--- config.mk ---
export PLATFORM = sky130hd
export DESIGN_NAME = mux_logic_unit_pipe
export DESIGN_NICKNAME = d
export VERILOG_FILES = /design/src/rtl/mux_logic_pkg.sv /design/src/rtl/mux_gate_slice.sv /design/src/rtl/mux_logic_unit_pipe.sv
export SDC_FILE = /design/constraint.sdc
export NUM_CORES = 1
export LEC_CHECK = 0
export CORE_ASPECT_RATIO = 0.6
export CORE_MARGIN = 1
export CORE_UTILIZATION = 54
export DETAILED_ROUTE_END_ITERATION = 10
export PLACE_DENSITY = 0.86
export RECOVER_POWER = 25
export SYNTH_ARGS = -nofsm -noshare
export SYNTH_HDL_FRONTEND = slang
export SYNTH_SLANG_ARGS = --single-unit
--- constraint.sdc ---
create_clock -name clk -period 6.1 [get_ports clk]
set_input_delay 0.915 -clock clk [delete_from_list [all_inputs] [get_ports clk]]
set_output_delay 0.915 -clock clk [all_outputs]
set_load 0.02 [all_outputs]
--- src/rtl/mux_logic_pkg.sv ---
`default_nettype none
// +----------------------------------------------------------------------+
// | mux_logic_pkg : opcode codes and flag bundle for the mux logic unit   |
// | Revision 1.0                                                         |
// +----------------------------------------------------------------------+
package mux_logic_pkg;

    localparam int OP_W = 3;

    localparam logic [OP_W-1:0] OP_AND   = 3'd0;
    localparam logic [OP_W-1:0] OP_OR    = 3'd1;
    localparam logic [OP_W-1:0] OP_NAND  = 3'd2;
    localparam logic [OP_W-1:0] OP_NOR   = 3'd3;
    localparam logic [OP_W-1:0] OP_XOR   = 3'd4;
    localparam logic [OP_W-1:0] OP_XNOR  = 3'd5;
    localparam logic [OP_W-1:0] OP_PASSA = 3'd6;
    localparam logic [OP_W-1:0] OP_PASSB = 3'd7;

    typedef struct packed {
        logic zero;
        logic ones;
        logic parity;
    } flags_t;

endpackage : mux_logic_pkg
`default_nettype wire

--- src/rtl/mux_gate_slice.sv ---
`default_nettype none
// +----------------------------------------------------------------------+
// | mux_gate_slice : one result bit, f = sel ? leg1 : leg0, legs from op  |
// | Revision 1.0                                                         |
// +----------------------------------------------------------------------+
module mux_gate_slice
    import mux_logic_pkg::*;
(
    input  logic            sel,
    input  logic            d,
    input  logic [OP_W-1:0] op,
    output logic            f
);

    logic w_leg0;
    logic w_leg1;

    always_comb begin
        w_leg0 = 1'b0;
        w_leg1 = 1'b0;
        case (op)
            OP_AND:   begin w_leg1 = d;     w_leg0 = 1'b0;  end
            OP_OR:    begin w_leg1 = 1'b1;  w_leg0 = d;     end
            OP_NAND:  begin w_leg1 = ~d;    w_leg0 = 1'b1;  end
            OP_NOR:   begin w_leg1 = 1'b0;  w_leg0 = ~d;    end
            OP_XOR:   begin w_leg1 = ~d;    w_leg0 = d;     end
            OP_XNOR:  begin w_leg1 = d;     w_leg0 = ~d;    end
            OP_PASSA: begin w_leg1 = 1'b1;  w_leg0 = 1'b0;  end
            OP_PASSB: begin w_leg1 = d;     w_leg0 = d;     end
            default:  begin w_leg1 = 1'b0;  w_leg0 = 1'b0;  end
        endcase
    end

    assign f = sel ? w_leg1 : w_leg0;

endmodule : mux_gate_slice
`default_nettype wire

--- src/rtl/mux_logic_unit_pipe.sv ---
`default_nettype none
// +----------------------------------------------------------------------+
// | mux_logic_unit_pipe : per-bit mux logic unit, registered output with  |
// | valid/ready, accumulator feedback and saturating delivery counter     |
// | Revision 1.0                                                         |
// +----------------------------------------------------------------------+
module mux_logic_unit_pipe
    import mux_logic_pkg::*;
#(
    parameter int WIDTH = 8,
    parameter int CNT_W = 16
) (
    input  logic             clk,
    input  logic             rst,
    input  logic             in_valid,
    output logic             in_ready,
    input  logic [OP_W-1:0]  op,
    input  logic             acc_en,
    input  logic             acc_clr,
    input  logic [WIDTH-1:0] a,
    input  logic [WIDTH-1:0] b,
    output logic             out_valid,
    input  logic             out_ready,
    output logic [WIDTH-1:0] y,
    output logic             zero,
    output logic             ones,
    output logic             parity,
    output logic [WIDTH-1:0] acc,
    output logic [CNT_W-1:0] txn_cnt
);

    localparam logic [CNT_W-1:0] c_CNT_MAX = '1;

    logic             r_out_valid;
    logic [WIDTH-1:0] r_y;
    flags_t           r_flags;
    logic [WIDTH-1:0] r_acc;
    logic [CNT_W-1:0] r_cnt;

    logic             w_accept;
    logic             w_deliver;
    logic [WIDTH-1:0] w_opa;
    logic [WIDTH-1:0] w_res;
    flags_t           w_flags;

    assign in_ready  = ~r_out_valid | out_ready;
    assign w_accept  = in_valid & in_ready;
    assign w_deliver = r_out_valid & out_ready;
    assign w_opa     = acc_en ? r_acc : a;

    generate
        for (genvar i = 0; i < WIDTH; i++) begin : g_slice
            mux_gate_slice u_slice (
                .sel (w_opa[i]),
                .d   (b[i]),
                .op  (op),
                .f   (w_res[i])
            );
        end
    endgenerate

    assign w_flags.zero   = (w_res == '0);
    assign w_flags.ones   = (w_res == '1);
    assign w_flags.parity = ^w_res;

    always_ff @(posedge clk) begin
        if (rst) begin
            r_out_valid <= 1'b0;
            r_y         <= '0;
            r_flags     <= '{zero: 1'b1, ones: 1'b0, parity: 1'b0};
            r_acc       <= '0;
            r_cnt       <= '0;
        end else begin
            if (w_accept) begin
                r_out_valid <= 1'b1;
                r_y         <= w_res;
                r_flags     <= w_flags;
            end else if (out_ready) begin
                r_out_valid <= 1'b0;
            end

            // Clear wins over a same-cycle accumulate; the result still goes out on y.
            if (acc_clr) begin
                r_acc <= '0;
            end else if (w_accept && acc_en) begin
                r_acc <= w_res;
            end

            if (w_deliver && (r_cnt != c_CNT_MAX)) begin
                r_cnt <= r_cnt + 1'b1;
            end
        end
    end

    assign out_valid = r_out_valid;
    assign y         = r_y;
    assign zero      = r_flags.zero;
    assign ones      = r_flags.ones;
    assign parity    = r_flags.parity;
    assign acc       = r_acc;
    assign txn_cnt   = r_cnt;

endmodule : mux_logic_unit_pipe
`default_nettype wire
After elaboration in Yosys (flattened, before gate mapping)
Index checks and enable logic that the tools add are counted.
{ "totals": {"regBits": 36, "input_bits": 25, "output_inout_bits": 37, "elab_cells": 69} }
{ "classes": {"n_addsub": 1, "n_eq_ne": 9, "muxes": 27, "n_bitwise": 12, "reduce_logical": 13} }
{ "ops": {"columns": ["operator", "count"], "rows": [
  ["case mux 1 bit (4 select lines)", 16],
  ["adder 16 x 1 -> 16 bit (second input constant)", 1],
  ["inequality test 16 bit (second input constant)", 1],
  ["equality test 3 bit (second input constant)", 4],
  ["two-way mux 1 bit", 10],
  ["OR reduction 2 bit", 5],
  ["NOT 1 bit", 9],
  ["equality test 8 bit (second input constant)", 1],
  ["zero test 8 bit", 1],
  ["two-way mux 8 bit", 1],
  ["XOR reduction 8 bit", 1],
  ["equality test 3 x 2 -> 1 bit (second input constant)", 2],
  ["OR reduction 3 bit", 2],
  ["equality test 3 x 1 -> 1 bit (second input constant)", 1],
  ["zero test 3 bit", 1],
  ["bitwise AND 1 bit", 2],
  ["logical AND 1 bit", 2],
  ["nonzero test 2 bit", 1],
  ["bitwise OR 1 bit", 1]
]} }

Depth between registers and ports, before layout
{ "depth": {"ltp_word": 5, "mapped_depth": 12, "mapped_depth_nobuf": 11} }

By module
Synthesis repeated with hierarchy kept, for this count alone.
{ "hier_totals": {"hier_cells": 305, "hier_area_um2": 2478.6} }
{ "by_module_without_submodules": {"columns": ["module", "instances", "cells_each", "area_each_um2", "seq_area_each_um2"], "rows": [
  ["mux_logic_unit_pipe", 1, 217, 1798.0, 720.7],
  ["mux_gate_slice", 8, 11, 85.1, 0.0]
]} }

Worst setup path before layout
No wires, ideal clock.
{ "synth_timing": {"path_kind": "input-to-reg", "start": "in acc_en", "end": "reg r_flags (netlist bit parity)", "setup_time_ps": 122, "arrival_time_ps": 3388, "t_required_ps": 5978, "path_slack_ps": 2590, "cell_stages": 12, "path_buffers": 1, "cell_sequence": "buf_6 -> mux2_2 -> maj3_1 -> xor2_1 -> nor2_1 -> or2_2 -> ha_1 -> xor2_1 -> xnor2_1 -> a21boi_1 -> nor4b_1 -> a221o_1"} }
{ "synth_via": {"elab_chain_len": 3, "elab_cells_between_ends": 10, "cone_classes": "mux: 9; reduce/logical: 1"} }
{ "synth_lines": {"columns": ["element", "line_no", "text"], "rows": [
  ["from (decl)", "mux_logic_unit_pipe.sv:18", "input logic acc_en,"],
  ["two-way mux 8 bit (*)", "mux_logic_unit_pipe.sv:49", "assign w_opa = acc_en ? r_acc : a;"],
  ["two-way mux 1 bit", "mux_gate_slice.sv:34", "assign f = sel ? w_leg1 : w_leg0;"],
  ["XOR reduction 8 bit (*)", "mux_logic_unit_pipe.sv:64", "assign w_flags.parity = ^w_res;"],
  ["to (signal assigned)", "mux_logic_unit_pipe.sv:70", "r_flags <= '{zero: 1'b1, ones: 1'b0, parity: 1'b0};"],
  ["to (signal assigned)", "mux_logic_unit_pipe.sv:77", "r_flags <= w_flags;"],
  ["to (decl)", "mux_logic_unit_pipe.sv:36", "flags_t r_flags;"]
]} }
Mark *: on every way between the ends. The rest lies on a longest branch, timed or not.
A chain may end at the register's enable or synchronous reset.

Worst setup path after layout
Same ends and word-level chain as after synthesis.

==> results.cfg <==
[outcome]
status = finished, final reports clean

[critical_path]
reg2reg_depth = 11
critPathKind = in2reg
r2r-end = parity
required_ps = 6280
startpoint = acc_en
end_kind = register
cp_max_fo = 10
critical_path_arrival_ps = 4440
rrSetupSlack_ps = 3090
cp-start-kind = primary input
regToRegStartpoint = acc[7]

[finish]
diodes = 0
instances_no_fill = 415
post_route_cells_drive_above_1_share_pct = 10.4
layout.nets = 385
n_fill_cell = 323
syn_to_final_growth_pct = 29.1

[sta]
fin_tns_setup_ps = 0
slew_headroom_pct = 25.8
finalClockSkew_ps = 6.36
max_slew.worst_pin.slew_ps = 1110
hold_viol = 0
timing.final.max_slew_violations = 0
hold_ws_ps = 461
setup_viol = 0
fin_crit_sh_pct = 69.9
max_freq_ghz = 0.235
period_needed_ps = 4260
rsz0062_at_grt = no

[clocking]
cts_sinks = 36
clockBufferDepth = 2
clock_latency_ps = 290
clockRootBuffer = clkbuf_8
clk_pin_slew_ps = 80
cts_hold_buffers = 0
post_cts_buffers = 0
cts_buffers = 5
cts-resized-gates = 0
cts_tree = yes
h-tree-depth = 2

[global_routing]
grt_pass1_wl_um = 9550
grt_overflow_total = 0
antenna_found_initial = 0
grt_pass1_vias = 2035
grt_max_degree = 34
grt_use_total_pct = 25.0

[power_and_ir_drop]
intPower_uw = 454
power.share.clock_pct = 33.1
comb_power_share_pct = 28.2
p_total_uw = 647
seqPwrFrac_pct = 38.7
switching_power_uw = 193
switching_share_pct = 29.8
p_per_area_nw_per_um2 = 200
p_leak_uw = 0.00123
ir_drop_mv = 0.147

[synth]
yosys-top-cells-area = dfxtp_1 29%, xor2_1 4.9%, mux2i_1 4.8%
synth-edff-count = 0
synth_seq_cells = 36
yosys_warnings = 0
async_reset_ff_share_pct = 0
synthFlopType = dfxtp_1
yosysTopAreaCellShare_pct = 28.8
synth_top_area_cell = dfxtp_1
yosysUniqueCellTypes = 55
syn-num-nets = 332
synth-seq-area-share_pct = 28.8
syn_area_per_cell_um2 = 8.31
netlist_area_um2 = 2500
syn_inst = 301

[routing]
firstDrtPassIters = 4
postRouteAntennaNets = 0
drt-total-wl_um = 6120
vias = 2360
drc = 0
drt-wirelength-per-cell_um = 14.7
detail_route.iter0.violations = 111
vias_per_cell = 5.69

[hold_path]
worstHoldStart = y[6]
hold_depth = 2
hold_class = reg2reg
min_to = y[6]

[flow_run]
drv_cap = 0

[die]
die_x_um = 89.8
ios = 62
initial_core_util_pct = 58.4
rows = 18
core-area_um2 = 4280
die_area_um2 = 4910
die_y_um = 54.7

[placed_design]
dp_cells = 407
hpwl_um = 4500
io_buffer_count = 61
gp_congestion = 0.868
## cells in the mapped netlist, types with 8 or more instances
| cell type | instances |
|---|---|
| a21oi_1 | 17 |
| dfxtp_1 | 36 |
| inv_1 | 9 |
| mux2_2 | 8 |
| mux2i_1 | 12 |
| nand2_1 | 29 |
| nand3_1 | 8 |
| nor2_1 | 32 |
| or2_2 | 10 |
| or3_1 | 12 |
| xnor2_1 | 12 |
| xor2_1 | 14 |
## cell usage in the layout (no fill, tap or decap), types with 8 or more instances in the layout
cell             instances
inv_1                    9
xor2_1                  14
or3_1                   12
mux2i_1                 12
a21oi_1                 17
clkdlybuf4s50_1         51
nand3_1                  8
nand2_1                 29
dlygate4sd3_1           10
xnor2_1                 12
or2_2                   10
dfxtp_1                 36
nor2_1                  32
mux2_2                   8
## logic make-up after synthesis
family / after synthesis / share of synthesized area [%]
AOI/OAI and AO/OA: 45 / 11.8
DFF: 36 / 28.8
muxes: 22 / 9.61
buffers and inverters: 25 / 4.45
and+or+nand+nor: 135 / 30.8
adders and majority gates: 12 / 5.41
xor gates and xnor gates: 26 / 9.11
## how the worst max path moves through the flow
stage,depth (start not counted),endpoint
finish,12,parity
floorplan,12,parity
CTS,12,parity
global placement,12,parity
global route,11,parity
detailed placement,12,parity
## layout make-up
cell class              count  area (um2)  area share (%)
clock buffers               5        68.8            2.13
clock inverters             3        42.5            1.32
inverters                   9        33.8            1.05
multi-input cells         240        1670            51.7
flip-flops and latches     36         721            22.3
well taps                  60        75.1            2.33
repair buffers             62         618            19.2
## worst max-delay path: stages
cell             delay [ps]
clkdlybuf4s50_1         840
mux2_2                  440
maj3_1                  380
xor2_1                  160
nor2_1                   80
or2_2                   330
ha_1                    290
xor2_1                  170
xnor2_1                 260
a21boi_1                220
nor4b_1                  80
a221o_1                 260
## power groups by stage
stage | clock (uW) | sequential (uW) | combinational (uW)
global route | 225 | 252 | 197
finish | 214 | 250 | 182
global placement | 0 | 256 | 176
CTS | 214 | 251 | 184
detailed placement | 0 | 256 | 182
floorplan | 0 | 267 | 113
## routing by layer
layer / GRT usage [%] / wire length (um) / part of all wire [%] / vias to the layer above
met3: 5.83 / 359 / 5.9 / 6
met2: 41.8 / 2750 / 45 / 76
met5: 0 / 0 / 0 / -
met4: 6.56 / 49 / 0.80 / 0
li1: - / - / - / 1170
met1: 33.3 / 2960 / 48 / 1108
## stage by stage
step | setup WS, ps | util (%) | area [um2]
floorplan | 2590 | - | 2500
global placement | 1700 | 72.8 | 3120
detailed placement | 1580 | 72.8 | 3120
CTS | 1860 | 75.4 | 3230
global route | 1650 | 75.4 | 3230
finish | 1840 | 75.4 | 3230
## registers in the layout, indices dropped and copies added, names as in the netlist
register / count
y: 8
parity: 1
txn_cnt: 16
zero: 1
ones: 1
acc: 8
out_valid: 1
Note: power is estimated with default switching activity, not from simulation.
